[src/rtl/skew_feeder.sv]
// Loads an N x N matrix from RAM port B into a local store, then streams it
// onto N lanes as a diagonally skewed wavefront (lane i delayed by i cycles).
module skew_feeder #(
  parameter int DATA_W = 16,
  parameter int ADDR_W = 4,
  parameter int N      = 4
) (
  input  logic                clk,
  input  logic                rst_n,
  input  logic                start,
  input  logic                transpose,
  input  logic                hold,
  output logic                ram_en,
  output logic [ADDR_W-1:0]   ram_addr,
  input  logic [DATA_W-1:0]   ram_dout,
  output logic [N*DATA_W-1:0] lane_data,
  output logic [N-1:0]        lane_valid,
  output logic                busy,
  output logic                done
);

  localparam int                T_W       = $clog2(2*N);
  localparam logic [ADDR_W-1:0] LAST_ADDR = ADDR_W'(N*N-1);
  localparam logic [T_W-1:0]    T_END     = T_W'(2*N-1);

  typedef enum logic [1:0] {S_IDLE, S_LOAD, S_STREAM, S_DONE} state_t;

  state_t              state, state_nxt;
  logic [DATA_W-1:0]   store [N*N];
  logic                tr;
  logic                cap_vld;
  logic [ADDR_W-1:0]   cap_idx;
  logic [T_W-1:0]      t;
  logic [N*DATA_W-1:0] nxt_data;
  logic [N-1:0]        nxt_valid;
  logic [ADDR_W-1:0]   idx;
  logic                load_last;
  logic                stream_last;

  // A read issued with ram_en/ram_addr registered at edge k returns data
  // after edge k+1, so the capture pipeline is a one-cycle copy of en/addr.
  assign load_last   = cap_vld && (cap_idx == LAST_ADDR);
  assign stream_last = !hold && (t == T_END);

  always_ff @(posedge clk or negedge rst_n) begin
    if (!rst_n) state <= S_IDLE;
    else        state <= state_nxt;
  end

  always_comb begin
    state_nxt = state;
    case (state)
      S_IDLE:   if (start)       state_nxt = S_LOAD;
      S_LOAD:   if (load_last)   state_nxt = S_STREAM;
      S_STREAM: if (stream_last) state_nxt = S_DONE;
      S_DONE:                    state_nxt = S_IDLE;
      default:                   state_nxt = S_IDLE;
    endcase
  end

  always_comb begin
    nxt_data  = '0;
    nxt_valid = '0;
    idx       = '0;
    for (int unsigned i = 0; i < N; i++) begin
      if (t >= T_W'(i) && t < T_W'(i + N)) begin
        idx = tr ? ADDR_W'((32'(t) - i) * N + i)
                 : ADDR_W'(i * N + 32'(t) - i);
        nxt_data[i*DATA_W +: DATA_W] = store[idx];
        nxt_valid[i]                 = 1'b1;
      end
    end
  end

  always_ff @(posedge clk or negedge rst_n) begin
    if (!rst_n) begin
      ram_en     <= 1'b0;
      ram_addr   <= '0;
      lane_data  <= '0;
      lane_valid <= '0;
      busy       <= 1'b0;
      done       <= 1'b0;
      tr         <= 1'b0;
      cap_vld    <= 1'b0;
      cap_idx    <= '0;
      t          <= '0;
      store      <= '{default: '0};
    end else begin
      cap_vld <= ram_en;
      cap_idx <= ram_addr;
      done    <= 1'b0;
      case (state)
        S_IDLE: begin
          if (start) begin
            busy     <= 1'b1;
            tr       <= transpose;
            ram_en   <= 1'b1;
            ram_addr <= '0;
            t        <= '0;
          end
        end
        S_LOAD: begin
          if (ram_en) begin
            if (ram_addr == LAST_ADDR) ram_en   <= 1'b0;
            else                       ram_addr <= ram_addr + 1'b1;
          end
          if (cap_vld) store[cap_idx] <= ram_dout;
        end
        S_STREAM: begin
          if (!hold) begin
            if (t == T_END) begin
              lane_data  <= '0;
              lane_valid <= '0;
              busy       <= 1'b0;
              done       <= 1'b1;
            end else begin
              lane_data  <= nxt_data;
              lane_valid <= nxt_valid;
              t          <= t + 1'b1;
            end
          end
        end
        default: ;
      endcase
    end
  end

endmodule
[config.mk]
export PLATFORM = sky130hd
export DESIGN_NAME = skew_feeder
export DESIGN_NICKNAME = d
export VERILOG_FILES = /design/src/rtl/skew_feeder.sv
export SDC_FILE = /design/constraint.sdc
export NUM_CORES = 1
export LEC_CHECK = 0
export ABC_AREA = 1
export BUFFER_PORTS_ARGS = -buffer_cell sky130_fd_sc_hd__buf_2
export CORE_MARGIN = 2
export CORE_UTILIZATION = 54
export CTS_BUF_LIST = sky130_fd_sc_hd__clkbuf_4
export CTS_CLUSTER_DIAMETER = 60
export DETAILED_ROUTE_END_ITERATION = 8
export GPL_TIMING_DRIVEN = 1
export HOLD_SLACK_MARGIN = 0.06
export PLACE_DENSITY = 0.71
export SLEW_MARGIN = 10
export SYNTH_ARGS = -nofsm -noshare
export SYNTH_HDL_FRONTEND = slang
export SYNTH_SLANG_ARGS = --single-unit
export TNS_END_PERCENT = 20
[constraint.sdc]
create_clock -name clk -period 2.35 [get_ports clk]
set_clock_uncertainty 0.05 [all_clocks]
set_input_delay 0.3525 -clock clk [delete_from_list [all_inputs] [get_ports clk]]
set_output_delay 0.3525 -clock clk [all_outputs]
set_load 0.1 [all_outputs]
**Yosys cells after proc, flatten, opt, wreduce, memory -nomap -nowiden**

Index checks and enable logic that the tools add are counted.

- Register bits after elaboration: 342
- Bits in latches: 0
- RAM bits: 0
- Memory bits (read-only): 0
- Bits of input ports: 21
- Output and inout port bits: 75
- Memories: 0

- $add $sub $neg: 14
- Multipliers: 0
- Div/mod/pow operators: 0
- $lt $le $gt $ge: 14
- Equality and inequality tests: 14
- Shift operators: 0
- Mux-type cells: 51
- Bitwise gates (word level): 6
- Reduce and logical (&&, ||, !) cells: 19

Operator list:

| operator | count |
|---|---|
| binary-select mux 16 bit (select 4 bit) | 4 |
| bitwise mux 256 bit | 1 |
| 2-to-1 mux 16 bit | 13 |
| demux 16 bit (select 4 bit) | 1 |
| 2-to-1 mux 64 bit | 1 |
| 2-to-1 mux 4 bit | 8 |
| greater-or-equal comparator 5 bit, second input constant | 5 |
| inverter 4 -> 5 bit | 5 |
| inequality test 2 bit, second input constant | 8 |
| less-than comparator 3 bit, second input constant | 4 |
| 2-to-1 mux 1 bit | 12 |
| AND reduction 4 bit | 3 |
| 2-to-1 mux 3 bit | 3 |
| adder 4 x 3 -> 4 bit, first input constant | 2 |
| adder 4 x 3 -> 4 bit, second input constant | 2 |
| == test 4 bit, second input constant | 2 |
| case mux 2 bit (4 select lines) | 1 |
| case mux 4 bit (2 select lines) | 1 |
| AND reduction 2 bit | 4 |
| subtractor 4 x 2 -> 4 bit, second input constant | 2 |
| logical AND 1 bit | 7 |
| greater-or-equal comparator 3 x 1 -> 1 bit, second input constant | 2 |
| greater-or-equal comparator 3 x 2 -> 1 bit, second input constant | 2 |
| 2-to-1 mux 2 bit | 3 |
| 18 further kinds | 22 |

**Logic depth before layout (Yosys ltp)**

- Word-level depth: 9
- Mapped depth: 14
- Depth with buffers taken out: 11

**Least setup slack after synthesis**

Ideal clock, no wire load.

- Path type: flip-flop to flip-flop
- Start: reg t[0]
- End: reg lane_data[52]
- Library setup time: 120 ps
- Arrival: 1882 ps
- Required time: 2180 ps
- Path slack: 299 ps
- Cell stages (with the launch flop): 13
- Cells stage by stage: dfrtp_1 buf_4 buf_6 inv_1 ha_1 nor2_1 buf_2 buf_2 nand3_1 nand3_1 nand3_1 nand3_1 nand2_1

- Cells in the longest elaborated chain, start to end: 9
- Elaborated cells between the ends (all ways): 15
- Classes of those cells: add/sub (4); order compare (2); eq/ne (1); mux (6); bitwise (1); reduce/logical (1)

RTL lines:

| element | RTL line | source |
|---|---|---|
| start: declaration | 33 | `logic [T_W-1:0] t;` |
| start signal: assignment | 119 | `t <= t + 1'b1;` |
| adder 4 x 3 -> 4 bit / subtractor 2 bit (equally long branches) | 68, 67 |  |
| subtractor 4 x 2 -> 4 bit / adder 4 x 3 -> 4 bit (equally long branches) | 68, 67 |  |
| 2-to-1 mux 4 bit | 67 | `idx = tr ? ADDR_W'((32'(t) - i) * N + i)` |
| inverter 4 -> 5 bit (implied by the code) | 69 | `nxt_data[i*DATA_W +: DATA_W] = store[idx];` |
| binary-select mux 16 bit (select 4 bit) | 69 |  |
| 2-to-1 mux 16 bit (implied by the code) (2 in a row) | 69 |  |
| 2-to-1 mux 16 bit | 66 | `if (t >= T_W'(i) && t < T_W'(i + N)) begin` |
| 2-to-1 mux 64 bit (*) | 111 | `if (t == T_END) begin` |
| end signal: assignment | 117 | `lane_data <= nxt_data;` |
| end: declaration | 16 | `output logic [N*DATA_W-1:0] lane_data,` |

Every way passes the cells marked *; elsewhere a longest branch is shown, timed or not. The select of a mux whose other input is x is not followed.
A chain may end at the register's enable or synchronous reset.

**Final worst setup path**

- Start: reg t[0]
- End: reg lane_data[2]

- Cells in the longest elaborated chain, start to end: 7
- Elaborated cells between the ends (all ways): 11
- Classes of those cells: order compare (2); eq/ne (1); mux (6); bitwise (1); reduce/logical (1)

RTL lines:

| element | RTL line |
|---|---|
| 2-to-1 mux 4 bit | 67 |
| inverter 4 -> 5 bit (implied by the code) | 69 |
| binary-select mux 16 bit (select 4 bit) | 69 |
| 2-to-1 mux 16 bit (implied by the code) (2 in a row) | 69 |
| 2-to-1 mux 16 bit | 66 |
| 2-to-1 mux 64 bit (*) | 111 |

Marked as above.

==> results.ini <==
[outcome]
run_status = completed

[timing]
tightestPinTransition_ps = 678
rsz0062_at_grt = false
postLayoutSetupSlackWorst_ps = 18.1
finalSetupViolations = 0
finalMaxSlewViolations = 0
share_of_the_clock_period_used_by_the_worst_path_after_layout = 0.992
finalHoldViolCount = 0
final.min_clock_period_ps = 2330
max_freq_mhz = 429
worst_slew_margin_rel = 0.551
finalSetupTns_ps = 0

[pwr]
power_leakage_uw = 0.0117
peak_ir_drop_on_the_vdd_network_v = 0.00122
p_total_uw = 36500
powerDensity_nw_per_um2 = 1590

[cts]
cts_tree = yes
cts-root-buf = clkbuf_4
cts-buffers-inserted = 93
ctsHtreeMaxLevel = 3
clk_pin_slew_ps = 60
clock_latency_ps = 810
clockBufferDepth = 3
cts_num_sinks = 342
postCtsSetupBuffers = 0

[grt]
antenna_found_initial = 6
first_global_vias = 21400
global_route.usage.total = 0.430
grt_first_pass_wirelength_mm = 127
grt_max_degree = 93
globalRouteOverflowTotal = 0

[drt]
route.antenna.remaining_nets = 0
wirelength_mm = 83.6
vias = 23200
route.detailed.vias_per_inst = 6.60
drt_iter0_drc = 4171
post-route-drc-count = 0
detail_route.first_pass.iterations = 9
route.detailed.wl_per_inst_microns = 23.8

[worst_setup_path]
timing.critical_path.from_type = flop
worst_ep_arrival_time_ps = 2970
crit_required_ps = 2990
setup.worst_path.class = reg2reg
critical_path.max_fanout = 92
setup.worst_path.end_class = flop

[floorplanning]
top_level_ports = 96
placementRows = 71
die_width_microns = 199
die_footprint_sq_um = 39400
initial_core_util = 0.545
dieHeight_microns = 199
design.core.area_sq_um = 37500

[synthesis]
syn_area_per_cell_sq_um = 7.08
netlist_instances = 2885
mappedNetlistArea_sq_um = 20400
synthesis.nets = 2920
synth-warning-count = 0
synthXorXnorAreaFrac = 0.000857
synth-seq-area-share = 0.419
ys_async_sr_fraction = 1.00
synth_adder_area_share = 0.00857
post_synth_and_or_nand_nor_area_fraction = 0.435
synth_top_family_by_area = simple AND/OR/NAND/NOR gates
post_synth_mux_area_share = 0
synth_compound_gate_area_share = 0.0696
synth.distinct_cells = 26
number_of_synthesized_flops_with_an_enable_pin = 0
ys_dominant_reg_cell = dfrtp_1
synth_seq_cells = 342

[worst_hold_path]
holdCritPathClass = in2reg

[final_layout]
fin_nets = 2984
post_route_cells_drive_above_1_share = 0.122
layout-area-overhead-vs-synth_pct = 12.1
number_of_non_filler_instances_in_the_completed_layout = 3520

[placed_design]
buffer_ports.inserted = 95
weighted_congestion_reported_at_the_end_of_routability_driven_placement = 0.987
placed_cells_incl_taps = 3347
dpl_worst_slack_ps = 112
hpwlAfterDp_mm = 51.6

[flow_run]
max_cap_violations = 0

==> cells in the mapped netlist, types with 2 or more instances <==
master	number	area, sq um
nor3_2	2	20.0
clkinv_1	2	7.51
xnor2_1	2	17.5
o21ai_0	265	1330
nand2_2	5	31.3
nand3_1	1215	6080
dfrtp_1	342	8560
clkbuf_1	91	342
nor2_1	15	56.3
inv_1	40	150
a21oi_1	6	30.0
o21a_1	2	15.0
ha_1	14	175
buf_1	2	7.51
buf_2	135	676
buf_4	17	128
nand2_1	710	2670
inv_2	8	30.0
o21ai_2	3	26.3
buf_6	3	33.8
==> cells by family (layout without fill, tap and decap cells) <==
logic type      Yosys count  after routing
fa+ha+maj                14             14
flops                   342            342
compound gates          278            278
other cells               0              3
buf+inv                 299            420
simple gates           1950           1950
xor+xnor                  2              2
==> power breakdown <==
group	switching, uW	internal, uW	total [uW]
registers	1260	7080	8340
logic	17000	5860	22800
clock network	2560	2790	5350
total	20800	15700	36500
==> through the flow <==
step	hold slack [ps]	instance area, sq um	util
final	104	22900	0.611
after global routing	126	22900	0.611
after CTS	62.2	22900	0.611
after detailed placement	241	21600	0.575
after global placement	238	21600	0.575
after floorplan	6.91	20400	-
==> placed cells by master (no fill, tap or decap), types with 3 or more instances in the layout <==
| master | instances |
|---|---|
| clkinv_1 | 14 |
| o21ai_4 | 3 |
| ha_1 | 13 |
| nand3_1 | 1215 |
| buf_4 | 75 |
| nand2_2 | 5 |
| dfrtp_1 | 341 |
| buf_2 | 94 |
| diode_2 | 3 |
| a21oi_1 | 6 |
| o21ai_0 | 265 |
| buf_12 | 29 |
| nand2_1 | 709 |
| clkbuf_4 | 134 |
| dlygate4sd3_1 | 17 |
| inv_1 | 39 |
| inv_2 | 8 |
| nor2_1 | 14 |
| inv_4 | 3 |
==> sequential cells by signal, summed over array words and instances (netlist names) <==
name and cells:
cap_idx 4, state 2, ram_addr 4, busy 1
cap_vld 1, store 256, lane_valid 4, lane_data 64
done 1, ram_en 1, t 3, tr 1
==> final cells by class <==
type | instances | area (sq um)
Fill cell | 3508 | 14600
Multi-Input combinational cell | 2244 | 10500
Sequential cell | 342 | 8560
Timing Repair Buffer | 217 | 1830
Clock buffer | 134 | 1010
Tap cell | 511 | 639
Inverter | 51 | 205
Clock inverter | 18 | 121
Antenna cell | 3 | 7.51
==> routing by layer <==
layer  up-vias  share of wire  global-route usage  wire length [microns]
li1      10100              -                   -                      -
met1     10800           0.36               0.551                  30400
met2      1804           0.40               0.596                  33400
met3       438           0.16               0.185                  13700
met4         6          0.071               0.265                   5970
met5         -         0.0012              0.0217                    100
==> what timing repair did <==
item | 4_1_cts | 5_1_grt
gates resized for setup | 0 | 5
setup endpoints to repair | 0 | 7
hold endpoints to repair | 490 | 0
hold buffers | 18 | 0
==> critical path, cell delays in order, from the launching register on <==
cell and delay, ps:
dfrtp_4 510, buf_16 250, nand2_8 260, inv_1 100, buf_4 220, nand2_1 100
nand3_1 80, nand3_1 80, nand3_1 260, nand3_1 220, nand2_1 60
==> path summary, 6_finish.rpt <==
check	start	endpoint	slack, ps	depth (start not counted)
max	t[0]	lane_data[2]	20	10
min	ram_dout[1]	store[161]	100	3
max reg2reg	t[0]	lane_data[2]	20	10
min reg2reg	lane_valid[3]	lane_valid[3]	430	2
max in group asynchronous	rst_n	store[111]	1650	3
min in group asynchronous	rst_n	store[108]	150	3
Power figures use the tool's default switching activity.
